--- src/rtl/dmem_arbiter.sv ---
`default_nettype none
// ============================================================================
// Module   : dmem_arbiter
// Brief    : Shares one synchronous data_mem between the pipeline load/store
//            stage (P0) and the debug/loader port (P1), with locked sequences.
// Revision : 1.0 - initial release
// ============================================================================
module dmem_arbiter #(
    parameter int ADDR_W   = 32,
    parameter int ARB_MODE = 0,
    parameter int MAX_WAIT = 8
) (
    input  logic              clk,
    input  logic              rst,

    input  logic              p0_valid,
    output logic              p0_ready,
    input  logic              p0_we,
    input  logic [ADDR_W-1:0] p0_addr,
    input  logic [31:0]       p0_wdata,
    input  logic [3:0]        p0_wstrb,
    input  logic              p0_lock,
    output logic              p0_rvalid,
    output logic [31:0]       p0_rdata,

    input  logic              p1_valid,
    output logic              p1_ready,
    input  logic              p1_we,
    input  logic [ADDR_W-1:0] p1_addr,
    input  logic [31:0]       p1_wdata,
    input  logic [3:0]        p1_wstrb,
    input  logic              p1_lock,
    output logic              p1_rvalid,
    output logic [31:0]       p1_rdata,

    output logic              mem_re,
    output logic              mem_we,
    output logic [ADDR_W-1:0] mem_raddr,
    output logic [ADDR_W-1:0] mem_waddr,
    output logic [31:0]       mem_wdata,
    output logic [3:0]        mem_wstrb,
    input  logic [31:0]       mem_rdata
);

    localparam logic [1:0] c_OWN_NONE = 2'b00;
    localparam logic [1:0] c_OWN_P0   = 2'b01;
    localparam logic [1:0] c_OWN_P1   = 2'b10;

    logic [1:0]        r_owner;
    logic              r_rd_pend;
    logic              r_rd_own1;

    logic              w_pick1;
    logic              w_gnt0;
    logic              w_gnt1;
    logic              w_any;
    logic              w_sel_we;
    logic [ADDR_W-1:0] w_sel_addr;
    logic [31:0]       w_sel_wdata;
    logic [3:0]        w_sel_wstrb;

    // w_pick1 only decides ties when nobody holds the lock.
    always_comb begin
        w_gnt0 = 1'b0;
        w_gnt1 = 1'b0;
        if (!rst) begin
            case (r_owner)
                c_OWN_P0: w_gnt0 = p0_valid;
                c_OWN_P1: w_gnt1 = p1_valid;
                default: begin
                    if (p0_valid && p1_valid) begin
                        w_gnt1 = w_pick1;
                        w_gnt0 = !w_pick1;
                    end else begin
                        w_gnt0 = p0_valid;
                        w_gnt1 = p1_valid;
                    end
                end
            endcase
        end
    end

    generate
        if (ARB_MODE == 0) begin : g_rr
            logic r_last_p0;

            always_ff @(posedge clk or posedge rst) begin
                if (rst) begin
                    r_last_p0 <= 1'b0;
                end else if (w_gnt0) begin
                    r_last_p0 <= 1'b1;
                end else if (w_gnt1) begin
                    r_last_p0 <= 1'b0;
                end
            end

            assign w_pick1 = r_last_p0;
        end else begin : g_fixed
            localparam int c_WAIT_W = $clog2(MAX_WAIT + 1);
            localparam logic [c_WAIT_W-1:0] c_WAIT_MAX = c_WAIT_W'(MAX_WAIT);

            logic [c_WAIT_W-1:0] r_wait_cnt;

            // The counter is frozen while either side owns a locked sequence.
            always_ff @(posedge clk or posedge rst) begin
                if (rst) begin
                    r_wait_cnt <= '0;
                end else if (w_gnt1) begin
                    r_wait_cnt <= '0;
                end else if (r_owner == c_OWN_NONE) begin
                    if (!p1_valid) begin
                        r_wait_cnt <= '0;
                    end else if (r_wait_cnt != c_WAIT_MAX) begin
                        r_wait_cnt <= r_wait_cnt + c_WAIT_W'(1);
                    end
                end
            end

            assign w_pick1 = (r_wait_cnt == c_WAIT_MAX);
        end
    endgenerate

    always_ff @(posedge clk or posedge rst) begin
        if (rst) begin
            r_owner   <= c_OWN_NONE;
            r_rd_pend <= 1'b0;
            r_rd_own1 <= 1'b0;
        end else begin
            if (w_gnt0) begin
                r_owner <= p0_lock ? c_OWN_P0 : c_OWN_NONE;
            end else if (w_gnt1) begin
                r_owner <= p1_lock ? c_OWN_P1 : c_OWN_NONE;
            end
            r_rd_pend <= (w_gnt0 && !p0_we) || (w_gnt1 && !p1_we);
            r_rd_own1 <= w_gnt1;
        end
    end

    assign p0_ready    = w_gnt0;
    assign p1_ready    = w_gnt1;
    assign w_any       = w_gnt0 | w_gnt1;

    assign w_sel_we    = w_gnt1 ? p1_we    : p0_we;
    assign w_sel_addr  = w_gnt1 ? p1_addr  : p0_addr;
    assign w_sel_wdata = w_gnt1 ? p1_wdata : p0_wdata;
    assign w_sel_wstrb = w_gnt1 ? p1_wstrb : p0_wstrb;

    assign mem_re    = w_any & ~w_sel_we;
    assign mem_we    = w_any & w_sel_we;
    assign mem_raddr = mem_re ? w_sel_addr  : '0;
    assign mem_waddr = mem_we ? w_sel_addr  : '0;
    assign mem_wdata = mem_we ? w_sel_wdata : '0;
    assign mem_wstrb = mem_we ? w_sel_wstrb : 4'b0000;

    assign p0_rvalid = r_rd_pend & ~r_rd_own1;
    assign p1_rvalid = r_rd_pend & r_rd_own1;
    assign p0_rdata  = mem_rdata;
    assign p1_rdata  = mem_rdata;

endmodule
`default_nettype wire

--- config.mk ---
export PLATFORM = sky130hd
export DESIGN_NAME = dmem_arbiter
export DESIGN_NICKNAME = d
export VERILOG_FILES = /design/src/rtl/dmem_arbiter.sv
export SDC_FILE = /design/constraint.sdc
export NUM_CORES = 1
export LEC_CHECK = 0
export CORE_AREA = 2 2 135 137
export DETAILED_ROUTE_END_ITERATION = 6
export DIE_AREA = 0 0 137 139
export GPL_TIMING_DRIVEN = 1
export PLACE_DENSITY = 0.5
export SLEW_MARGIN = 5
export SYNTH_ARGS = -nofsm -noshare
export SYNTH_HDL_FRONTEND = slang
export SYNTH_SLANG_ARGS = --single-unit
--- constraint.sdc ---
create_clock -name clk -period 3.02 [get_ports clk]
set_input_delay 0.604 -clock clk [delete_from_list [all_inputs] [get_ports clk]]
set_output_delay 0.604 -clock clk [all_outputs]
set_load 0.02 [all_outputs]
# ---- Yosys cells after proc, flatten, opt, wreduce, memory -nomap -nowiden
# Cells that the tools add are included.
dict set report totals {
  in_bits 176
  register_bits 5
  output_inout_bits 170
  elab_cells 41
}
dict set report op_classes {
  bitwise 7
  eq_ne 2
  n_mux 20
  reduce_logical 8
}
# operator n
set ops {}
lappend ops {{32-bit two-way mux} 5}
lappend ops {{1-bit two-way mux} 8}
lappend ops {{4-bit two-way mux} 2}
lappend ops {{2-bit two-way mux} 3}
lappend ops {{1-bit bitwise AND} 4}
lappend ops {{1-bit one-hot mux with 2 select lines} 2}
lappend ops {{1-bit logical AND} 3}
lappend ops {{1-bit logical NOT} 3}
lappend ops {{2-bit by 1-bit == test with 1-bit output (second input constant)} 1}
lappend ops {{2-bit == test (second input constant)} 1}
lappend ops {{1-bit inverter} 2}
lappend ops {{2-bit nonzero test} 1}
lappend ops {{1-bit logical OR} 1}
lappend ops {{1-bit bitwise OR} 1}

# ---- Longest topological paths before layout
dict set report logic_depth {
  ltp_word 8
  mapped_depth 9
}

# ---- Least setup slack after synthesis
# OpenSTA, ideal clock, no wires.
dict set report synth_path {
  kind {register to output}
  startpoint {reg r_owner[0]}
  endpoint {out mem_raddr[10]}
  n_path_buf 3
  path_slack_ps 209
  arrival_time_ps 2207
  required_time_ps 2416
  path_stages_with_launch 9
  cell_sequence {dfrtp_1 > inv_1 > ha_1 > and3b_1 > buf_2 > or3_1 > buf_2 > clkbuf_1 > o32ai_1}
}
dict set report synth_between {
  elab_chain_cells 7
}
# item line_no
set synth_lines {}
lappend synth_lines {{start: declaration} 49} ;# logic [1:0] r_owner;
lappend synth_lines {{start signal: assignment} 125} ;# r_owner <= c_OWN_NONE;
lappend synth_lines {{start signal: assignment} 130} ;# r_owner <= p0_lock ? c_OWN_P0 : c_OWN_NONE;
lappend synth_lines {{start signal: assignment} 132} ;# r_owner <= p1_lock ? c_OWN_P1 : c_OWN_NONE;
lappend synth_lines {{2-bit == test / 2-bit by 1-bit == test with 1-bit output (equally long branches)} 67} ;# case (r_owner)
lappend synth_lines {{1-bit one-hot mux with 2 select lines} 67}
lappend synth_lines {{1-bit two-way mux} 66} ;# if (!rst) begin
lappend synth_lines {{1-bit two-way mux} 143} ;# assign w_sel_we = w_gnt1 ? p1_we : p0_we;
lappend synth_lines {{1-bit inverter} 148} ;# assign mem_re = w_any & ~w_sel_we;
lappend synth_lines {{1-bit bitwise AND} 148}
lappend synth_lines {{32-bit two-way mux (*)} 150} ;# assign mem_raddr = mem_re ? w_sel_addr : '0;
lappend synth_lines {{end: declaration} 38} ;# output logic [ADDR_W-1:0] mem_raddr,
# Every way passes the cells marked *; elsewhere a longest branch is shown, timed or not.

# ---- Final worst setup path
dict set report layout_path {
  startpoint {reg r_owner[0]}
  endpoint {out mem_waddr[31]}
}
dict set report layout_between {
  elab_chain_cells 6
}
# item line_no
set layout_lines {}
lappend layout_lines {{2-bit == test / 2-bit by 1-bit == test with 1-bit output (equally long branches)} 67}
lappend layout_lines {{1-bit one-hot mux with 2 select lines} 67}
lappend layout_lines {{1-bit two-way mux} 66}
lappend layout_lines {{1-bit bitwise OR / 1-bit two-way mux (equally long branches)} {141, 143}}
lappend layout_lines {{1-bit bitwise AND} 149} ;# assign mem_we = w_any & w_sel_we;
lappend layout_lines {{32-bit two-way mux (*)} 151} ;# assign mem_waddr = mem_we ? w_sel_addr : '0;
lappend layout_lines {{end: declaration} 39} ;# output logic [ADDR_W-1:0] mem_waddr,
# Marked as above.

==> impl_metrics.csv <==
group,metric,value,unit
critical_path,slowest_stage,"or4b_4",
sta,fin_ws,-0.01122,ns
yosys,synth_flop_cell,"dfrtp_1",
grt,grt_pass1_vias,3932,
cells_and_area,finalNetCount,745,
yosys,synth_top_area_frac,0.1886,
floorplanning,io-pin-count,346,
clock_network,root_buffer,"clkbuf_16",
power_and_ir_drop,ir_drop,0.4684,mV
sta,timing.fmax,329.9,MHz
critical_path,ff2ff_setup_slack,1.19,ns
cells_and_area,layout_common_cells,"clkdlybuf4s50_1, o31ai_1, clkbuf_2",
sta,whs,0.4460,ns
drt,vias,3905,
placement,portBuffers,249,
yosys,synthArstFlopShare,1.000,
yosys,synth.distinct_cells,26,
grt,grt_max_degree,65,
clock_network,clk_pin_slew,0.03,ns
sta,tightestPinTransition,0.4621,ns
floorplanning,rows,49,
cells_and_area,n_antenna_cell,0,
critical_path,end_kind,"primary output",
yosys,synth_seq_cells,5,
grt,grt_overflow,0,
floorplanning,die_h,139,µm
drt,drtIter0Drc,207,
drt,wl,14480,µm
drt,drt-met1-wl,5344,µm
yosys,syn_area,2786,µm²
cells_and_area,drive_gt1_frac,0.2951,
critical_path,critPathLaunchType,"register",
floorplanning,design.die.area,19040,µm²
critical_path,crit_top_cell,"buf_12",
power_and_ir_drop,p_leak,0.002123,µW
yosys,ys_warn_count,0,
critical_path,path_buf_inv,5,
cells_and_area,syn2layout_area_growth,84.46,%
drt,routed-wl-met3,1133,µm
drt,drc,0,
status,failed_checks,"negative setup slack",
yosys,ys_top_cells_by_area,"o31ai_1, buf_4, o32ai_1",
critical_path,arrival,2.43,ns
sta,fin_crit,3.031,ns
yosys,avgSynthCellArea,7.072,µm²
critical_path,crit_type,"reg2out",
critical_path,cp_max_fo,7,
cells_and_area,fillCellCount,1913,
drt,maxUsedRoutingLayer,"met4",
placement,gp_congestion,0.8151,
yosys,synth_top_area_cell,"o31ai_1",
clock_network,cts_tree,"yes",
critical_path,cp_slowest_stage_delay,0.58,ns
status,status,"finished with violations",
placement,post-dp-hpwl,10630,µm
clock_network,cts_buffer_depth,2,
clock_network,clock_sinks,5,
floorplanning,die_x,137,µm
yosys,postSynthCellCount,394,
sta,report.final.setup_viol,1,
floorplanning,start_util,0.1578,
floorplanning,design.core.area,17660,µm²
critical_path,crit_family,"simple AND/OR/NAND/NOR gates",
drt,dr.pass1.iters,6,
sta,hold_viol,0,
clock_network,htreeDepth,1,
cells_and_area,stdcell_area,5140,µm²
sta,tns,-0.01122,ns
yosys,synth-edff-count,0,
cells_and_area,final_common_cell,"clkdlybuf4s50_1",
sta,rsz0062_at_grt,"true",
sta,fin_crit_sh,1.004,
yosys,yosysSeqAreaShare,0.04490,
drt,wl_per_cell,18.22,µm
sta,maxSlewViolCount,0,
sta,slew_headroom,0.6893,
grt,grtUsageTotal,0.1357,
power_and_ir_drop,powerDensity,468.8,nW/µm²
yosys,synth.net_count,572,
placement,placedInstanceArea,5233,µm²
sta,skew,0.0006394,ns
hold_path,holdCritPathClass,"in2async",
clock_network,clock_latency,0.23,ns
grt,antenna_found_initial,0,
drt,ant_nets,0,
critical_path,path_cells,"inv_2 -> ha_4 -> and3_4 -> or4b_4 -> buf_12 -> buf_16 -> buf_12 -> o32ai_2 -> buf_4",
critical_path,crit_required,2.42,ns
clock_network,numCtsBuffers,3,
grt,grt_first_pass_wirelength,20730,µm
flow_run,cap_violations,0,
drt,drt-vias-per-instance,4.912,
power_and_ir_drop,p_total,2410,µW
drt,met2_length,7540,µm
[Yosys cell counts, types with 2 or more instances]
cell and instances:
buf_1 2, buf_2 12, buf_4 64, buf_6 6, clkbuf_1 38, dfrtp_1 5, ha_1 2, inv_1 39
mux2i_1 3, nand2_1 36, nand2b_1 3, nor2_1 2, o21ai_0 2, o22ai_1 36, o31ai_1 70, o32ai_1 44
o32ai_2 20, or4_1 2
[power by group]
| group | switching (µW) | internal (µW) | leakage [µW] | total, µW |
|---|---|---|---|---|
| Sequential | 15.9 | 91.9 | 0.0000643 | 108 |
| Combinational | 1250 | 836 | 0.00202 | 2080 |
| Clock | 44.1 | 175 | 0.0000382 | 219 |
[repair_timing]
action	CTS	global route
gates resized for setup	242	153
buffers inserted	1	0
hold buffers	0	0
gates cloned	2	0
pin swaps	1	2
setup endpoints to repair	103	92
[state kept, by name, indices dropped and copies added, names as in the netlist]
name and flops:
r_rd_pend 1, r_rd_own1 1, g_rr.r_last_p0 1, r_owner 2
[final timing paths]
kind                                            start                    endpoint  cells past startpoint
max reg2reg                    r_owner[1]$_DFFE_PP0P_      r_owner[1]$_DFFE_PP0P_                      6
min                                               rst  g_rr.r_last_p0$_DFFE_PP0P_                      2
min reg2reg                g_rr.r_last_p0$_DFFE_PP0P_  g_rr.r_last_p0$_DFFE_PP0P_                      2
max                            r_owner[0]$_DFFE_PP0P_               mem_waddr[31]                      9
max in group asynchronous                         rst         r_rd_pend$_DFF_PP0_                      2
min in group clk           g_rr.r_last_p0$_DFFE_PP0P_  g_rr.r_last_p0$_DFFE_PP0P_                      2
[stage by stage]
stage	worst slack (ns)	instances	util
5_1_grt	-0.03527	795	0.2911
2_1_floorplan	0.2093	394	-
3_3_place_gp	-0.6174	788	0.2963
3_5_place_dp	-0.6466	788	0.2963
4_1_cts	-0.02661	795	0.3042
6_report	-0.01122	795	0.2911
[metal layers]
metal  up-vias  GRT usage
met3        50    0.02193
met2       212     0.2566
li1       1799          -
met4         0    0.04992
met5         -          0
met1      1844     0.1487
[cell families (layout without fill, tap and decap cells)]
kind of cell | count (synthesis) | in the layout | synth area share
DFF | 5 | 5 | 0.04490
muxes | 3 | 3 | 0.01078
adders and majority gates | 2 | 2 | 0.008979
and+or+nand+nor | 50 | 50 | 0.08083
AOI/OAI and AO/OA | 173 | 173 | 0.5299
buffers and inverters | 161 | 333 | 0.3247
[final cells by class]
cell class / count / area (µm²) / share of cell area
well taps: 229 / 286.5 / 0.05574
flip-flops and latches: 5 / 125.1 / 0.02434
clock buffers: 4 / 78.83 / 0.01534
inverters: 39 / 146.4 / 0.02848
multi-input cells: 228 / 1908 / 0.3712
repair buffers: 290 / 2595 / 0.5049
No activity file was read; power rests on OpenSTA's default activity.
